--- config.mk ---
export PLATFORM = sky130hd
export DESIGN_NAME = button_conditioner_flat
export DESIGN_NICKNAME = d
export VERILOG_FILES = /design/src/rtl/button_conditioner_pkg.sv /design/src/rtl/button_conditioner_if.sv /design/src/rtl/button_debounce_channel.sv /design/src/rtl/button_conditioner.sv /design/src/flat_wrapper.sv
export SDC_FILE = /design/constraint.sdc
export NUM_CORES = 1
export LEC_CHECK = 0
export CAP_MARGIN = 20
export CORE_AREA = 2 2 159 161
export DETAILED_ROUTE_END_ITERATION = 10
export DIE_AREA = 0 0 161 163
export GPL_TIMING_DRIVEN = 1
export PLACE_DENSITY_LB_ADDON = 0.2
export RECOVER_POWER = 50
export SLEW_MARGIN = 10
export SYNTH_ARGS = -nofsm -noshare
export SYNTH_HDL_FRONTEND = slang
export SYNTH_HIERARCHICAL = 1
export SYNTH_SLANG_ARGS = --single-unit
--- constraint.sdc ---
create_clock -name Clock -period 2.7 [get_ports Clock]
set_input_delay 0.405 -clock Clock [delete_from_list [all_inputs] [get_ports Clock]]
set_output_delay 0.405 -clock Clock [all_outputs]
set_load 0.1 [all_outputs]
--- src/rtl/button_conditioner_pkg.sv ---
// Shared types and constants for the push-button conditioning path.
// Imported by the conditioner, its per-channel debouncer and the game logic.
package btn_pkg;

    typedef enum logic [1:0] {
        IDLE         = 2'b00,
        PRESS_WAIT   = 2'b01,
        PRESSED      = 2'b11,
        RELEASE_WAIT = 2'b10
    } btn_state_e;

    localparam int unsigned NUM_BTN = 4;

    localparam int unsigned BTN_N = 3;
    localparam int unsigned BTN_S = 2;
    localparam int unsigned BTN_W = 1;
    localparam int unsigned BTN_E = 0;

    // Width big enough to hold the largest of the three cycle counts.
    function automatic int unsigned cnt_width(input int unsigned a,
                                              input int unsigned b,
                                              input int unsigned c);
        int unsigned m;
        m = a;
        if (b > m) m = b;
        if (c > m) m = c;
        return $clog2(m + 1);
    endfunction

endpackage

--- src/rtl/button_conditioner_if.sv ---
// Button bundle between the board pins and the paddle logic.
// master drives the raw buttons and consumes the conditioned outputs.
interface button_conditioner_if;
    import btn_pkg::*;

    logic [NUM_BTN-1:0] btn_raw;
    logic [NUM_BTN-1:0] btn_level;
    logic [NUM_BTN-1:0] btn_press;
    logic [NUM_BTN-1:0] btn_release;

    modport master (
        output btn_raw,
        input  btn_level,
        input  btn_press,
        input  btn_release
    );

    modport slave (
        input  btn_raw,
        output btn_level,
        output btn_press,
        output btn_release
    );
endinterface

--- src/rtl/button_debounce_channel.sv ---
// One button: two-flop synchroniser, debounce FSM and auto-repeat counter.
// All outputs are registered; press and release never pulse together.
module button_debounce_channel
    import btn_pkg::*;
#(
    parameter int unsigned DEBOUNCE_CYCLES = 250000,
    parameter int unsigned REPEAT_DELAY    = 12500000,
    parameter int unsigned REPEAT_PERIOD   = 2500000
) (
    input  logic Clock,
    input  logic Reset,
    input  logic raw,
    output logic level,
    output logic press,
    output logic rel
);

    localparam int unsigned CW = cnt_width(DEBOUNCE_CYCLES, REPEAT_DELAY, REPEAT_PERIOD);
    localparam bit REP_EN = (REPEAT_DELAY != 0);
    localparam logic [CW-1:0] DB_LAST = CW'(DEBOUNCE_CYCLES - 1);
    localparam logic [CW-1:0] RD_LAST = CW'(REP_EN ? REPEAT_DELAY - 1 : 0);
    localparam logic [CW-1:0] RP_LAST = CW'(REPEAT_PERIOD != 0 ? REPEAT_PERIOD - 1 : 0);

    logic [1:0]    sync;
    logic          s;
    btn_state_e    state;
    logic [CW-1:0] dcnt;
    logic [CW-1:0] rcnt;
    logic          rep_first;
    logic          held;
    logic          rel_accept;
    logic          rep_tick;

    always_ff @(posedge Clock or negedge Reset) begin
        if (!Reset) sync <= 2'b00;
        else        sync <= {sync[0], raw};
    end

    assign s = sync[1];

    always_comb begin
        held       = (state == PRESSED) || (state == RELEASE_WAIT);
        rel_accept = (state == RELEASE_WAIT) && !s && (dcnt == DB_LAST);
        rep_tick   = REP_EN && held && (rcnt == (rep_first ? RD_LAST : RP_LAST));
    end

    always_ff @(posedge Clock or negedge Reset) begin
        if (!Reset) begin
            state     <= IDLE;
            dcnt      <= '0;
            rcnt      <= '0;
            rep_first <= 1'b1;
            level     <= 1'b0;
            press     <= 1'b0;
            rel       <= 1'b0;
        end else begin
            press <= 1'b0;
            rel   <= 1'b0;
            unique case (state)
                IDLE: begin
                    dcnt <= '0;
                    if (s) state <= PRESS_WAIT;
                end
                PRESS_WAIT: begin
                    if (!s) begin
                        state <= IDLE;
                        dcnt  <= '0;
                    end else if (dcnt == DB_LAST) begin
                        state     <= PRESSED;
                        dcnt      <= '0;
                        level     <= 1'b1;
                        press     <= 1'b1;
                        rcnt      <= '0;
                        rep_first <= 1'b1;
                    end else if (dcnt != '1) begin
                        dcnt <= dcnt + CW'(1);
                    end
                end
                PRESSED: begin
                    if (!s) begin
                        state <= RELEASE_WAIT;
                        dcnt  <= '0;
                    end
                end
                RELEASE_WAIT: begin
                    if (s) begin
                        state <= PRESSED;
                        dcnt  <= '0;
                    end else if (rel_accept) begin
                        state <= IDLE;
                        dcnt  <= '0;
                        level <= 1'b0;
                        rel   <= 1'b1;
                    end else if (dcnt != '1) begin
                        dcnt <= dcnt + CW'(1);
                    end
                end
                default: state <= IDLE;
            endcase

            // Repeat keeps running through a release bounce; a release wins a tie.
            if (REP_EN && held) begin
                if (rep_tick) begin
                    rcnt      <= '0;
                    rep_first <= 1'b0;
                    if (!rel_accept) press <= 1'b1;
                end else if (rcnt != '1) begin
                    rcnt <= rcnt + CW'(1);
                end
            end
        end
    end

endmodule

--- src/rtl/button_conditioner.sv ---
// Four independent debounced button channels feeding the paddle/ball logic.
// Runs on the pixel clock; reset is asynchronous and active low.
module button_conditioner
    import btn_pkg::*;
#(
    parameter int unsigned DEBOUNCE_CYCLES = 250000,
    parameter int unsigned REPEAT_DELAY    = 12500000,
    parameter int unsigned REPEAT_PERIOD   = 2500000
) (
    input  logic                 Clock,
    input  logic                 Reset,
    button_conditioner_if.slave  btn
);

    for (genvar i = 0; i < NUM_BTN; i++) begin : g_ch
        button_debounce_channel #(
            .DEBOUNCE_CYCLES (DEBOUNCE_CYCLES),
            .REPEAT_DELAY    (REPEAT_DELAY),
            .REPEAT_PERIOD   (REPEAT_PERIOD)
        ) u_ch (
            .Clock (Clock),
            .Reset (Reset),
            .raw   (btn.btn_raw[i]),
            .level (btn.btn_level[i]),
            .press (btn.btn_press[i]),
            .rel   (btn.btn_release[i])
        );
    end

endmodule

--- src/flat_wrapper.sv ---
// flat-port wrapper written by rule: the top's interface ports become plain ports
module button_conditioner_flat import btn_pkg::*;
#(
    parameter int unsigned DEBOUNCE_CYCLES = 250000,
    parameter int unsigned REPEAT_DELAY    = 12500000,
    parameter int unsigned REPEAT_PERIOD   = 2500000
)
  (Clock, Reset, btn_btn_raw, btn_btn_level, btn_btn_press, btn_btn_release);
  button_conditioner_if btn_i ();
  input  logic Clock;
  input  logic Reset;
  input wire logic [$bits(btn_i.btn_raw)-1:0] btn_btn_raw;
  output wire logic [$bits(btn_i.btn_level)-1:0] btn_btn_level;
  output wire logic [$bits(btn_i.btn_press)-1:0] btn_btn_press;
  output wire logic [$bits(btn_i.btn_release)-1:0] btn_btn_release;
  assign btn_i.btn_raw = btn_btn_raw;
  assign btn_btn_level = btn_i.btn_level;
  assign btn_btn_press = btn_i.btn_press;
  assign btn_btn_release = btn_i.btn_release;
  button_conditioner #(.DEBOUNCE_CYCLES(DEBOUNCE_CYCLES), .REPEAT_DELAY(REPEAT_DELAY), .REPEAT_PERIOD(REPEAT_PERIOD)) u_core (.Clock(Clock), .Reset(Reset), .btn(btn_i));
endmodule
==> results of run 1 <==
-- metal layers --
layer  global-route usage [%]  routed length [µm]  up-vias
li1                         -                   -     6421
met1                     37.8               16100     6595
met3                     2.67                1630       48
met2                     46.2               17400      361
met4                     7.39                 527        0
met5                        0                   0        -
-- flip-flops by register name, summed over array words and instances (netlist names) --
signal / count
u_core/g_ch.u_ch/dcnt: 96
u_core/g_ch.u_ch/state: 8
u_core/g_ch.u_ch/sync: 8
u_core/g_ch.u_ch/rel: 4
u_core/g_ch.u_ch/rcnt: 96
u_core/g_ch.u_ch/rep_first: 4
u_core/g_ch.u_ch/press: 4
u_core/g_ch.u_ch/level: 4
-- logic make-up (layout without fill, tap and decap cells) --
family                     after synthesis  in the layout  share of synthesized area, %
and+or+nand+nor                        759            759                          29.8
AOI/OAI and AO/OA                      444            444                          20.8
DFF                                    224            224                          38.6
buffers and inverters                  136            175                          4.44
muxes                                   33             33                          2.33
xor gates and xnor gates                32             32                          1.93
adders and majority gates               24             24                          2.07
-- cell type report --
type	count	share of cell area, %
Inverter	40	0.937
Tap cell	330	2.58
Timing Repair Buffer	88	4.31
Clock buffer	40	4.90
Clock inverter	7	0.531
Sequential cell	224	35.0
Multi-Input combinational cell	1292	51.7
-- stage by stage --
stage          power (µW)  setup WS [ps]
6_report            11200            233
5_1_grt             11800           40.9
4_1_cts             11200            238
3_5_place_dp         7590            249
3_3_place_gp         7480            340
2_1_floorplan        6600            485
-- critical path: cells and delay by family, from the launching register on --
family,cells,cell delay [ps]
AND/OR/NAND/NOR,3,1350
flip-flops,1,450
buffers and inverters,1,250
AO/OA/AOI/OAI,1,170
multiplexers,1,100
-- power by group --
group          total, µW  switching (µW)  internal [µW]
registers           3920             310           3610
logic               3670            2340           1340
clock network       3560            1390           2180
-- synth_stat cells, types with 9 or more instances --
cell and n:
a41oi_1 12, nor2_1 74, inv_1 40, and4_1 30, nand4_1 64, or4_1 29, and2_1 21, nor4_1 50
nand2_1 163, xor2_1 18, or3_1 24, a211oi_1 10, nor3_1 50, a21o_1 18, o21ai_0 73, o21ai_1 16
o211ai_1 24, and3_1 28, a31oi_1 74, ha_1 24, nor4b_1 11, a21oi_1 92, mux2i_1 27, xnor2_1 14
o31ai_1 24, buf_2 37, or2_2 11, clkbuf_1 40, o2bb2ai_1 9, dfrtp_1 220, nand3_1 131, nand4b_1 11
o21a_1 10
-- path summary, 6_finish.rpt --
kind / start / cells past startpoint / slack (ps) / endpoint
worst max-delay path: u_core/g_ch[1].u_ch/dcnt[18]$_DFFE_PN0P_ / 6 / 230 / u_core/g_ch[1].u_ch/rcnt[14]$_DFF_PN0_
worst min-delay path: u_core/g_ch[1].u_ch/sync[0]$_DFF_PN0_ / 0 / 350 / u_core/g_ch[1].u_ch/sync[1]$_DFF_PN0_
worst max register to register: u_core/g_ch[1].u_ch/dcnt[18]$_DFFE_PN0P_ / 6 / 230 / u_core/g_ch[1].u_ch/rcnt[14]$_DFF_PN0_
worst min register to register: u_core/g_ch[1].u_ch/sync[0]$_DFF_PN0_ / 0 / 350 / u_core/g_ch[1].u_ch/sync[1]$_DFF_PN0_
max in group asynchronous: Reset / 3 / 480 / u_core/g_ch[1].u_ch/state[0]$_DFFE_PN0P_
min in group asynchronous: Reset / 2 / 860 / u_core/g_ch[1].u_ch/rcnt[17]$_DFF_PN0_
-- timing repair --
action | CTS | global route
setup buffers | 0 | 0
setup endpoints to repair | 0 | 3
hold buffers | 1 | 0
hold endpoints to repair | 58 | 0
gates resized for setup | 0 | 2
==> metrics, run 1 <==
Remaining DRCs=0; startpoint types=flop; RSZ-0062 raised after global routing=false; routability-driven placement congestion ratio=0.888; ys async rst share=100%; vias post-DR=13425; max frequency=405 MHz; CTS Sinks=224; CTS root buf=clkbuf_16; Num CTS Buffers=26; crit end category=flop; power per cell area=696 mW/mm²; top post-synthesis cells by area=dfrtp_1, nand3_1, nand2_1, a31oi_1, a21oi_1; Finished Layout Cells=2021; clk buf depth=3; cell area after layout=0.0160 mm²; Cell Area, Placed=0.0152 mm²; crit-path max cell delay=500 ps; Multi-input gate area=0.00829 mm²; total wire length=35.6 mm; largest area contributor in the netlist=dfrtp_1; full die area=0.0262 mm²; Post-synth EDFFs=0; hpwl dp=24.4 mm; # nets final=1702; outcome=complete, but fails checks; initial antenna violation count=0; final worst path period need=2470 ps; most frequent cells in the layout=dfrtp_1, nand2_1, nand3_1, a21oi_1, buf_4; flip-flop and latch area=0.00561 mm²; CP arrival=2860 ps; DRT Pass-1 Iters=5; syn_nets=1682; Peak VDD IR=0.000539 V; fillcell total=2069; Vias/cell=6.64; first-pass GRT wire length=61.8 mm; Max-slew headroom=-11.1%; CTS tree=yes; worst hold margin=348 ps; synthesized flop and latch total=224; Fin Clk Skew=18.7 ps; commonest non-fill, non-tap cell in the layout=dfrtp_1; synth unique cells=97; core area=0.0247 mm²; Mapped Cells=1652; Die X=161 µm; antenna viol nets, final=0; dpl cells=1973; final setup vio count=0; vias in the first global route=12823; Area Growth Syn to Fin=10.3%; Syn. warnings=6; largest net degree at the start of global routing=66; Slew Viols, Final=64; register area share after synthesis=38.6%; Main synth FF type=dfrtp_1; CP required=3100 ps; Diodes inserted=0; final global-route overflow total=0; Synth top area share=37.9%; drt wl/cell=17.6 µm; share of cells above drive strength 1=11.5%; Finished Core Util=64.9%; num ports=18; worst min path class=flop to flop; DRT iter0 DRCs=1251; Setup Total Neg Slack=0 ps; Mean Syn Cell Area=8.79 µm²; overall routing resource usage=27.3%; fin crit share=91.4%; failing checks=max-capacitance violations, max-slew violations; number of buffers added on ports=17; H-Tree Depth=1; clk slew on worst S/H paths=60 ps; chip height=163 µm; slowest CP cell=or4b_1; row count=58; Slew @ Worst Pin=1670 ps; Post-Syn Area=0.0145 mm²; kind of critical path=flop to flop; P_leak=0.00612 µW; crit-path max FO=14; max-cap violations=1; CP Cell Sequence=or4b_1 > or3_4 > or3_1 > buf_4 > a21oi_1 > mux2i_1; count of final hold-check violations=0; Clock Latency Late Sink=540 ps; Starting Density=58.9%
No activity file was read; power rests on OpenSTA's default activity.
==> inputs of run 2 (changes only) <==
--- a/config.mk
+++ b/config.mk
@@ -12,6 +12,7 @@
 export GPL_TIMING_DRIVEN = 1
 export PLACE_DENSITY_LB_ADDON = 0.2
 export RECOVER_POWER = 50
+export SKIP_LAST_GASP = 1
 export SLEW_MARGIN = 10
 export SYNTH_ARGS = -nofsm -noshare
 export SYNTH_HDL_FRONTEND = slang
==> results of run 2 <==
Final layout, timing and power as in run 1 (identical DEF).
